### src/rtl/pic_ack_arbiter.sv
// Interrupt request latch, fully nested priority resolver and two-pulse INTA sequencer.
// Optional PIC_AUTO_ROTATE_EN: each EOI makes the level it cleared the new lowest priority.
module pic_ack_arbiter #(
    parameter logic [2:0] SPURIOUS_LVL = 3'd7
) (
    input  logic       clk,
    input  logic       rst_n,
    input  logic [7:0] ir,
    input  logic [7:0] imr,
    input  logic [4:0] vec_base,
    input  logic       inta_n,
    input  logic       eoi,
    output logic       int_o,
    output logic [7:0] vector,
    output logic       vector_valid,
    output logic [7:0] irr,
    output logic [7:0] isr
);

    typedef enum logic [1:0] {
        IDLE = 2'd0,
        ACK1 = 2'd1,
        ACK2 = 2'd2
    } state_e;

    state_e      state_q, state_d;
    logic [7:0]  ir_prev_q;
    logic        inta_prev_q;
    logic [7:0]  irr_q, irr_d;
    logic [7:0]  isr_q, isr_d;
    logic [2:0]  sel_q, sel_d;
    logic        spur_q, spur_d;
    logic        int_q, int_d;
    logic [7:0]  vec_q, vec_d;
    logic        vv_q, vv_d;
    logic [2:0]  lp_s;

    logic [7:0]  elig_s;
    logic [3:0]  elig_pick_s;
    logic [3:0]  isr_pick_s;
    logic        win_s;
    logic        inta_fall_s;
    logic        ack1_go_s;
    logic        ack2_go_s;
    logic        ack2_done_s;

    // {hit, level} of the highest-priority set bit; level lp_v+1 is highest, lp_v lowest.
    function automatic logic [3:0] prio_pick(input logic [7:0] bits, input logic [2:0] lp_v);
        logic [3:0] res;
        logic [2:0] lvl;
        res = 4'd0;
        for (int k = 0; k < 8; k++) begin
            lvl = lp_v - 3'(k);
            if (bits[lvl]) begin
                res = {1'b1, lvl};
            end else begin
                res = res;
            end
        end
        return res;
    endfunction

    // 0 = highest priority, 7 = lowest.
    function automatic logic [2:0] prio_rank(input logic [2:0] lvl, input logic [2:0] lp_v);
        return lvl - lp_v - 3'd1;
    endfunction

`ifdef PIC_AUTO_ROTATE_EN
    logic [2:0] lp_q, lp_d;
    assign lp_s = lp_q;
`else
    assign lp_s = 3'd7;
`endif

    assign elig_s      = irr_q & ~imr;
    assign elig_pick_s = prio_pick(elig_s, lp_s);
    assign isr_pick_s  = prio_pick(isr_q, lp_s);
    assign win_s       = elig_pick_s[3] &&
                         (!isr_pick_s[3] ||
                          (prio_rank(elig_pick_s[2:0], lp_s) < prio_rank(isr_pick_s[2:0], lp_s)));

    assign inta_fall_s = ~inta_n & inta_prev_q;
    assign ack1_go_s   = (state_q == IDLE) && inta_fall_s;
    assign ack2_go_s   = (state_q == ACK1) && inta_fall_s;
    assign ack2_done_s = (state_q == ACK2) && inta_n;

    // FSM state register.
    always_ff @(posedge clk or negedge rst_n) begin
        if (!rst_n) begin
            state_q <= IDLE;
        end else begin
            state_q <= state_d;
        end
    end

    // FSM next-state logic; stray INTA edges in ACK2 fall through to the hold.
    always_comb begin
        state_d = state_q;
        case (state_q)
            IDLE:    state_d = ack1_go_s   ? ACK1 : IDLE;
            ACK1:    state_d = ack2_go_s   ? ACK2 : ACK1;
            ACK2:    state_d = ack2_done_s ? IDLE : ACK2;
            default: state_d = IDLE;
        endcase
    end

    // Output and register-file next values.
    always_comb begin
        irr_d  = irr_q;
        isr_d  = isr_q;
        sel_d  = sel_q;
        spur_d = spur_q;
        vec_d  = vec_q;
        vv_d   = vv_q;
`ifdef PIC_AUTO_ROTATE_EN
        lp_d   = lp_q;
`endif

        // EOI acts on the pre-existing ISR before any same-edge acknowledge sets a bit.
        if (eoi && isr_pick_s[3]) begin
            isr_d[isr_pick_s[2:0]] = 1'b0;
`ifdef PIC_AUTO_ROTATE_EN
            lp_d = isr_pick_s[2:0];
`endif
        end else begin
            isr_d = isr_q;
        end

        if (ack1_go_s) begin
            if (win_s) begin
                sel_d                   = elig_pick_s[2:0];
                spur_d                  = 1'b0;
                isr_d[elig_pick_s[2:0]] = 1'b1;
                irr_d[elig_pick_s[2:0]] = 1'b0;
            end else begin
                sel_d  = SPURIOUS_LVL;
                spur_d = 1'b1;
            end
        end else begin
            sel_d  = sel_q;
            spur_d = spur_q;
        end

        // A new rising edge beats a same-cycle acknowledge clear.
        irr_d = irr_d | (ir & ~ir_prev_q);

        int_d = (state_q == IDLE) && !inta_fall_s && win_s;

        if (ack2_go_s) begin
            vec_d = {vec_base, (spur_q ? SPURIOUS_LVL : sel_q)};
            vv_d  = 1'b1;
        end else if (ack2_done_s) begin
            vv_d  = 1'b0;
        end else begin
            vv_d  = vv_q;
        end
    end

    // Datapath and registered outputs.
    always_ff @(posedge clk or negedge rst_n) begin
        if (!rst_n) begin
            ir_prev_q   <= 8'h00;
            inta_prev_q <= 1'b1;
            irr_q       <= 8'h00;
            isr_q       <= 8'h00;
            sel_q       <= 3'd0;
            spur_q      <= 1'b0;
            int_q       <= 1'b0;
            vec_q       <= 8'h00;
            vv_q        <= 1'b0;
`ifdef PIC_AUTO_ROTATE_EN
            lp_q        <= 3'd7;
`endif
        end else begin
            ir_prev_q   <= ir;
            inta_prev_q <= inta_n;
            irr_q       <= irr_d;
            isr_q       <= isr_d;
            sel_q       <= sel_d;
            spur_q      <= spur_d;
            int_q       <= int_d;
            vec_q       <= vec_d;
            vv_q        <= vv_d;
`ifdef PIC_AUTO_ROTATE_EN
            lp_q        <= lp_d;
`endif
        end
    end

    assign int_o        = int_q;
    assign vector       = vec_q;
    assign vector_valid = vv_q;
    assign irr          = irr_q;
    assign isr          = isr_q;

endmodule

### config.mk
export PLATFORM = sky130hd
export DESIGN_NAME = pic_ack_arbiter
export DESIGN_NICKNAME = d
export VERILOG_FILES = /design/src/rtl/pic_ack_arbiter.sv
export SDC_FILE = /design/constraint.sdc
export NUM_CORES = 1
export LEC_CHECK = 0
export BUFFER_PORTS_ARGS = -buffer_cell sky130_fd_sc_hd__buf_2
export CAP_MARGIN = 40
export CORE_ASPECT_RATIO = 0.8
export CORE_MARGIN = 3
export CORE_UTILIZATION = 52
export CTS_CLUSTER_DIAMETER = 80
export CTS_CLUSTER_SIZE = 10
export DETAILED_ROUTE_END_ITERATION = 10
export PLACE_DENSITY = 0.83
export REMOVE_ABC_BUFFERS = 1
export SYNTH_ARGS = -nofsm -noshare
export SYNTH_HDL_FRONTEND = slang
export SYNTH_SLANG_ARGS = --single-unit
export TNS_END_PERCENT = 1
### constraint.sdc
create_clock -name clk -period 2.45 [get_ports clk]
set_clock_uncertainty 0.1 [all_clocks]
set_input_delay 0.1225 -clock clk [delete_from_list [all_inputs] [get_ports clk]]
set_output_delay 0.1225 -clock clk [all_outputs]
set_load 0.03 [all_outputs]
==> results of run 1 <==
kinds of logic after synthesis:
group           after synthesis  synth area share [%]
compound gates               47                  18.9
mux                           5                  2.86
flops                        41                  52.2
xor+xnor                      1                 0.445
fa+ha+maj                     2                  1.27
buf+inv                       7                  1.78
simple gates                 80                  22.6
cell usage in the layout, fill, tap and decap left out, drive strengths merged, types with 2 or more instances in the layout:
| master | netlist | layout |
|---|---|---|
| o21ai | 13 | 13 |
| o41ai | 2 | 2 |
| a21oi | 6 | 6 |
| nand3 | 7 | 7 |
| a22o | 4 | 4 |
| and2 | 4 | 4 |
| o31ai | 2 | 2 |
| dfrtp | 40 | 40 |
| nor2 | 17 | 17 |
| nand2b | 13 | 13 |
| dlygate4sd3 | 0 | 15 |
| mux2 | 5 | 5 |
| nand2 | 18 | 18 |
| or3 | 2 | 2 |
| a21o | 3 | 3 |
| buf | 2 | 55 |
| o21bai | 2 | 2 |
| o22a | 4 | 4 |
| clkbuf | 0 | 5 |
| a31oi | 4 | 4 |
| nor2b | 7 | 7 |
| inv | 5 | 5 |
| nor3b | 2 | 2 |
| nor3 | 2 | 2 |
| ha | 2 | 2 |
| nand3b | 3 | 3 |
cell type report:
type | count | share of cell area [%]
Inverter | 5 | 0.726
Timing Repair Buffer | 70 | 17.4
Tap cell | 42 | 2.03
Multi-Input combinational cell | 135 | 35.6
Clock buffer | 5 | 2.66
Sequential cell | 41 | 39.8
Clock inverter | 3 | 1.79
worst register-to-register path, cell delays in order (launching register included):
cell and delay [ns]:
dfrtp_1 0.42, nand2b_1 0.13, nand2_1 0.14, a21oi_2 0.14
nor2_1 0.06, ha_1 0.28, o21a_1 0.22, o22ai_4 0.17
nor2_1 0.13, o41a_1 0.42
repair_timing:
action,CTS,global route
hold endpoints to repair,57,0
setup endpoints to repair,0,8
buffers inserted,0,2
resized for setup,0,4
hold buffers,15,0
layer usage:
metal | up-vias | track usage, %
met2 | 55 | 37.0
met1 | 780 | 30.1
met4 | 0 | 8.63
li1 | 811 | -
met5 | - | 0
met3 | 13 | 5.55
worst paths after layout:
check	startpoint	endpoint	slack, ns	cells after the start
max in group asynchronous	rst_n	inta_prev_q	1.56	3
max reg2reg	irr[3]	irr[6]	0.12	9
min reg2reg	vector_valid	vector_valid	0.41	2
max	irr[3]	irr[6]	0.12	9
min	eoi	isr[2]	0.04	4
min in group asynchronous	rst_n	ir_prev_q[3]	0.16	2
sequential cells by signal (all words and copies together), names as in the netlist, 2 cells and up:
| name | flops |
|---|---|
| isr | 8 |
| ir_prev_q | 8 |
| vector | 8 |
| state_q | 2 |
| irr | 8 |
| sel_q | 3 |
where the power goes:
group,switching [mW],internal (mW)
clock,0.243,0.305
sequential,0.135,0.842
combinational,0.743,0.466
total,1.12,1.61
==> results.sh, run 1 <==
export IMPL_routed_wl_met3_um=291
export IMPL_dr_total_vias=1659
export IMPL_yosys_warnings=0
export IMPL_cts_num_sinks=41
export IMPL_clock_latency_ns=0.30
export IMPL_p_total_mw=2.73
export IMPL_place_ws_ns=0.0602
export IMPL_max_slew_margin_rel_pct=71.4
export IMPL_core_um2=3540
export IMPL_area_delta_synth_final_pct=31.3
export IMPL_dp_cells=276
export IMPL_num_antenna_cells=0
export IMPL_status="completed"
export IMPL_critPathBufInv=0
export IMPL_finalWirelength_um=4780
export IMPL_worstHoldPathType="in -> reg"
export IMPL_maxSlewViolCount=0
export IMPL_layout_cells_non_filler=301
export IMPL_netlist_area_um2=1970
export IMPL_vias_per_cell=5.51
export IMPL_grt_max_degree=29
export IMPL_yosysSeqAreaShare_pct=52.2
export IMPL_tightest_slew_ns=0.429
export IMPL_top_layer="met4"
export IMPL_yosysTopAreaCell="dfrtp_1"
export IMPL_grt_antenna_before_repair=0
export IMPL_rows=19
export IMPL_crit_top_cell="nor2_1"
export IMPL_tritoncts="done"
export IMPL_ctsRootBufferMaster="clkbuf_8"
export IMPL_worstPathRequired_ns=2.52
export IMPL_avgRoutedWirePerCell_um=15.9
export IMPL_setup_tns_ns=0
export IMPL_grt_pass1_wl_um=7630
export IMPL_start_util_pct=55.6
export IMPL_gp_congestion=0.814
export IMPL_async_reset_ff_share_pct=100
export IMPL_num_fill_cells=243
export IMPL_fin_util_pct=72.9
export IMPL_critPathLaunchType="register"
export IMPL_synthFlopType="dfrtp_1"
export IMPL_synth_area_leaders="dfrtp_1 (51%), nand2b_1 (4.1%), nand2_1 (3.2%)"
export IMPL_multi_input_area_um2=920
export IMPL_synthTopCellsByCount="dfrtp_1 (40), nand2_1 (17), nor2_1 (15)"
export IMPL_holdWs_ns=0.0365
export IMPL_cts_max_level=2
export IMPL_synth_seq_cells=41
export IMPL_synth_top_area_share_pct=50.9
export IMPL_clockBufferDepth=2
export IMPL_place_area_um2=2290
export IMPL_synth_most_common_cell="dfrtp_1"
export IMPL_drt_iter0_markers=99
export IMPL_drcViolationCount=0
export IMPL_fin_crit_ns=2.33
export IMPL_synth_edf_count=0
export IMPL_overflow=0
export IMPL_worst_setup_path_end_kind="register"
export IMPL_cts_made_buffers=5
export IMPL_crit_type="reg -> reg"
export IMPL_die_area_um2=4560
export IMPL_portBuffers=50
export IMPL_dr_wl_met2_um=2290
export IMPL_crit_chain="nand2b_1 > nand2_1 > a21oi_2 > nor2_1 > ha_1 > o21a_1 > o22ai_4 > nor2_1 > o41a_1"
export IMPL_die_width_um=74.8
export IMPL_first_global_vias=1653
export IMPL_drtPass1Iterations=4
export IMPL_drive_above_1_share_pct=33.2
export IMPL_power_leakage_nw=1.17
export IMPL_regArea_um2=1030
export IMPL_setup_viol=0
export IMPL_vdd_drop_max_mv=0.564
export IMPL_worst_ep_arrival_time_ns=2.40
export IMPL_cap_violations=0
export IMPL_clkTransAtPathRegs_ns=0.08
export IMPL_fin_area_um2=2580
export IMPL_ant_nets=0
export IMPL_syn_instance_count=183
export IMPL_dpl_hpwl_um=3200
export IMPL_critical_path_slowest_cell="dfrtp_1"
export IMPL_ys_types=48
export IMPL_hold_viol=0
export IMPL_io_pins=51
export IMPL_power_density_nw_per_um2=1060
export IMPL_fin_nets=285
export IMPL_path_max_fanout=4
export IMPL_grt_usage_pct=22.8
export IMPL_cp_slowest_stage_delay_ns=0.42
export IMPL_fin_crit_sh_pct=94.9
export IMPL_drt_met1_wl_um=2090
export IMPL_die_h_um=61.0
export IMPL_setup_ws_ns=0.124
export IMPL_syn_area_per_cell_um2=10.8
export IMPL_max_freq_mhz=430
export IMPL_crit_family="compound AO/OA/AOI/OAI gates"
Power figures use the tool's default switching activity.
==> run 2: changes to the inputs <==
--- a/config.mk
+++ b/config.mk
@@ -13,7 +13,7 @@
 export CTS_CLUSTER_DIAMETER = 80
 export CTS_CLUSTER_SIZE = 10
 export DETAILED_ROUTE_END_ITERATION = 10
-export PLACE_DENSITY = 0.83
+export PLACE_DENSITY = 0.79
 export REMOVE_ABC_BUFFERS = 1
 export SYNTH_ARGS = -nofsm -noshare
 export SYNTH_HDL_FRONTEND = slang
==> run 2 against run 1 <==
Against the previous run:
- die area is the same
- clock power grew 3%
- register-to-register slack is essentially flat
- maximum frequency is essentially flat
- utilization shrank 0.25 points
- sequential share of layout area grew 0.14 points
- first-iteration DRC count grew 28%
- critical path type unchanged
- critical endpoint unchanged
- largest cell class unchanged
- largest power group unchanged
==> results.sh, run 2 (synthesis gave the netlist of run 1 again) <==
export IMPL_setup_viol=0
export IMPL_cp_slowest_stage_delay_ns=0.41
export IMPL_die_area_um2=4560
export IMPL_portBuffers=50
export IMPL_max_freq_mhz=430
export IMPL_cts_made_buffers=5
export IMPL_die_width_um=74.8
export IMPL_first_global_vias=1538
export IMPL_holdWs_ns=0.0294
export IMPL_crit_chain="nand2b_1 > nand4_1 > a31oi_1 > ha_1 > a21o_1 > a21oi_2 > nor2_1 > o41a_1"
export IMPL_final_common_cell="buf_2"
export IMPL_finalWirelength_um=4280
export IMPL_power_leakage_nw=1.16
export IMPL_clock_latency_ns=0.29
export IMPL_final_cell_mix="buf_2 (50), dfrtp_1 (40), nand2_1 (16)"
export IMPL_clockBufferDepth=2
export IMPL_crit_type="reg -> reg"
export IMPL_place_ws_ns=0.104
export IMPL_critPathBufInv=0
export IMPL_status="completed"
export IMPL_cts_max_level=2
export IMPL_avgRoutedWirePerCell_um=14.3
export IMPL_num_antenna_cells=0
export IMPL_worstHoldPathType="in -> reg"
export IMPL_clkTransAtPathRegs_ns=0.08
export IMPL_path_max_fanout=4
export IMPL_crit_family="compound AO/OA/AOI/OAI gates"
export IMPL_worstPathRequired_ns=2.52
export IMPL_multi_input_area_um2=921
export IMPL_drive_above_1_share_pct=33.1
export IMPL_layout_cells_non_filler=299
export IMPL_rows=19
export IMPL_setup_ws_ns=0.126
export IMPL_dpl_hpwl_um=3040
export IMPL_regToRegSetupSlack_ns=0.13
export IMPL_max_slew_margin_rel_pct=72.5
export IMPL_grt_max_degree=29
export IMPL_area_delta_synth_final_pct=30.8
export IMPL_fin_nets=283
export IMPL_fin_area_um2=2570
export IMPL_critPathLaunchType="register"
export IMPL_grt_usage_pct=20.1
export IMPL_tightest_slew_ns=0.412
export IMPL_cap_violations=0
export IMPL_grt_pass1_wl_um=6980
export IMPL_hold_viol=0
export IMPL_maxSlewViolCount=0
export IMPL_die_h_um=61.0
export IMPL_fin_crit_ns=2.32
export IMPL_vdd_drop_max_mv=0.708
export IMPL_gp_congestion=0.852
export IMPL_vias_per_cell=5.38
export IMPL_io_pins=51
export IMPL_worst_setup_path_end_kind="register"
export IMPL_fin_util_pct=72.7
export IMPL_p_total_mw=2.70
export IMPL_num_fill_cells=273
export IMPL_overflow=0
export IMPL_dr_total_vias=1608
export IMPL_critical_path_slowest_cell="o41a_1"
export IMPL_start_util_pct=55.6
export IMPL_core_um2=3540
export IMPL_setup_tns_ns=0
export IMPL_ant_nets=0
export IMPL_worst_ep_arrival_time_ns=2.39
export IMPL_drcViolationCount=0
export IMPL_dp_cells=275
export IMPL_drt_iter0_markers=127
export IMPL_regArea_um2=1030
export IMPL_ctsRootBufferMaster="clkbuf_8"
export IMPL_fin_crit_sh_pct=94.9
export IMPL_cts_num_sinks=41
export IMPL_place_area_um2=2280
export IMPL_drtPass1Iterations=4
export IMPL_tritoncts="done"
export IMPL_power_density_nw_per_um2=1050
export IMPL_grt_antenna_before_repair=0
## run 2: changes by cell type in the layout (fill, tap and decap cells not counted)
cell and change:
clkbuf_8 +1, and2_4 -1, and2_2 +1, clkinv_4 -1
buf_4 -2, nand2_2 +1, nand2_1 -1
## run 2: path summary, 6_finish.rpt
kind                                   start            to  cells after the start
min in group asynchronous              rst_n     vector[6]                      2
worst max register to register        irr[2]        irr[6]                      8
max in group asynchronous              rst_n   inta_prev_q                      3
worst min-delay path                     eoi        isr[0]                      3
worst max-delay path                  irr[2]        irr[6]                      8
worst min register to register  vector_valid  vector_valid                      2
## run 2: metal layers
metal  part of all wire [%]  GRT usage (%)  vias up
met2                     45           30.5       45
met1                     49           29.4      768
li1                       -              -      792
met4                   0.51           4.57        0
met3                    5.4           4.89        3
met5                      0              0        -
## run 2: report_power, final
group          switching (mW)  total [mW]  internal (mW)  leakage [nW]
Combinational           0.720        1.17          0.446         0.638
Sequential              0.124       0.966          0.842         0.467
Clock                   0.231       0.563          0.331        0.0574
## run 2: worst reg2reg max path, stage by stage (launching register included)
cell and delay, ns:
dfrtp_1 0.39, nand2b_1 0.17, nand4_1 0.15, a31oi_1 0.20, ha_1 0.27, a21o_1 0.24
a21oi_2 0.17, nor2_1 0.11, o41a_1 0.42
## run 2: layout make-up
| cell class | count | share of cell area (%) |
|---|---|---|
| Clock buffer | 6 | 3.21 |
| Clock inverter | 2 | 1.46 |
| Inverter | 5 | 0.729 |
| Multi-Input combinational cell | 135 | 35.8 |
| Sequential cell | 41 | 39.9 |
| Tap cell | 42 | 2.04 |
| Timing Repair Buffer | 68 | 16.9 |
## run 2: what timing repair did
| item | in CTS | in global routing |
|---|---|---|
| buffers inserted | 0 | 1 |
| gates resized for setup | 0 | 4 |
| hold buffers | 15 | 0 |
| setup endpoints to repair | 0 | 5 |
| endpoints found under the hold margin | 57 | 0 |
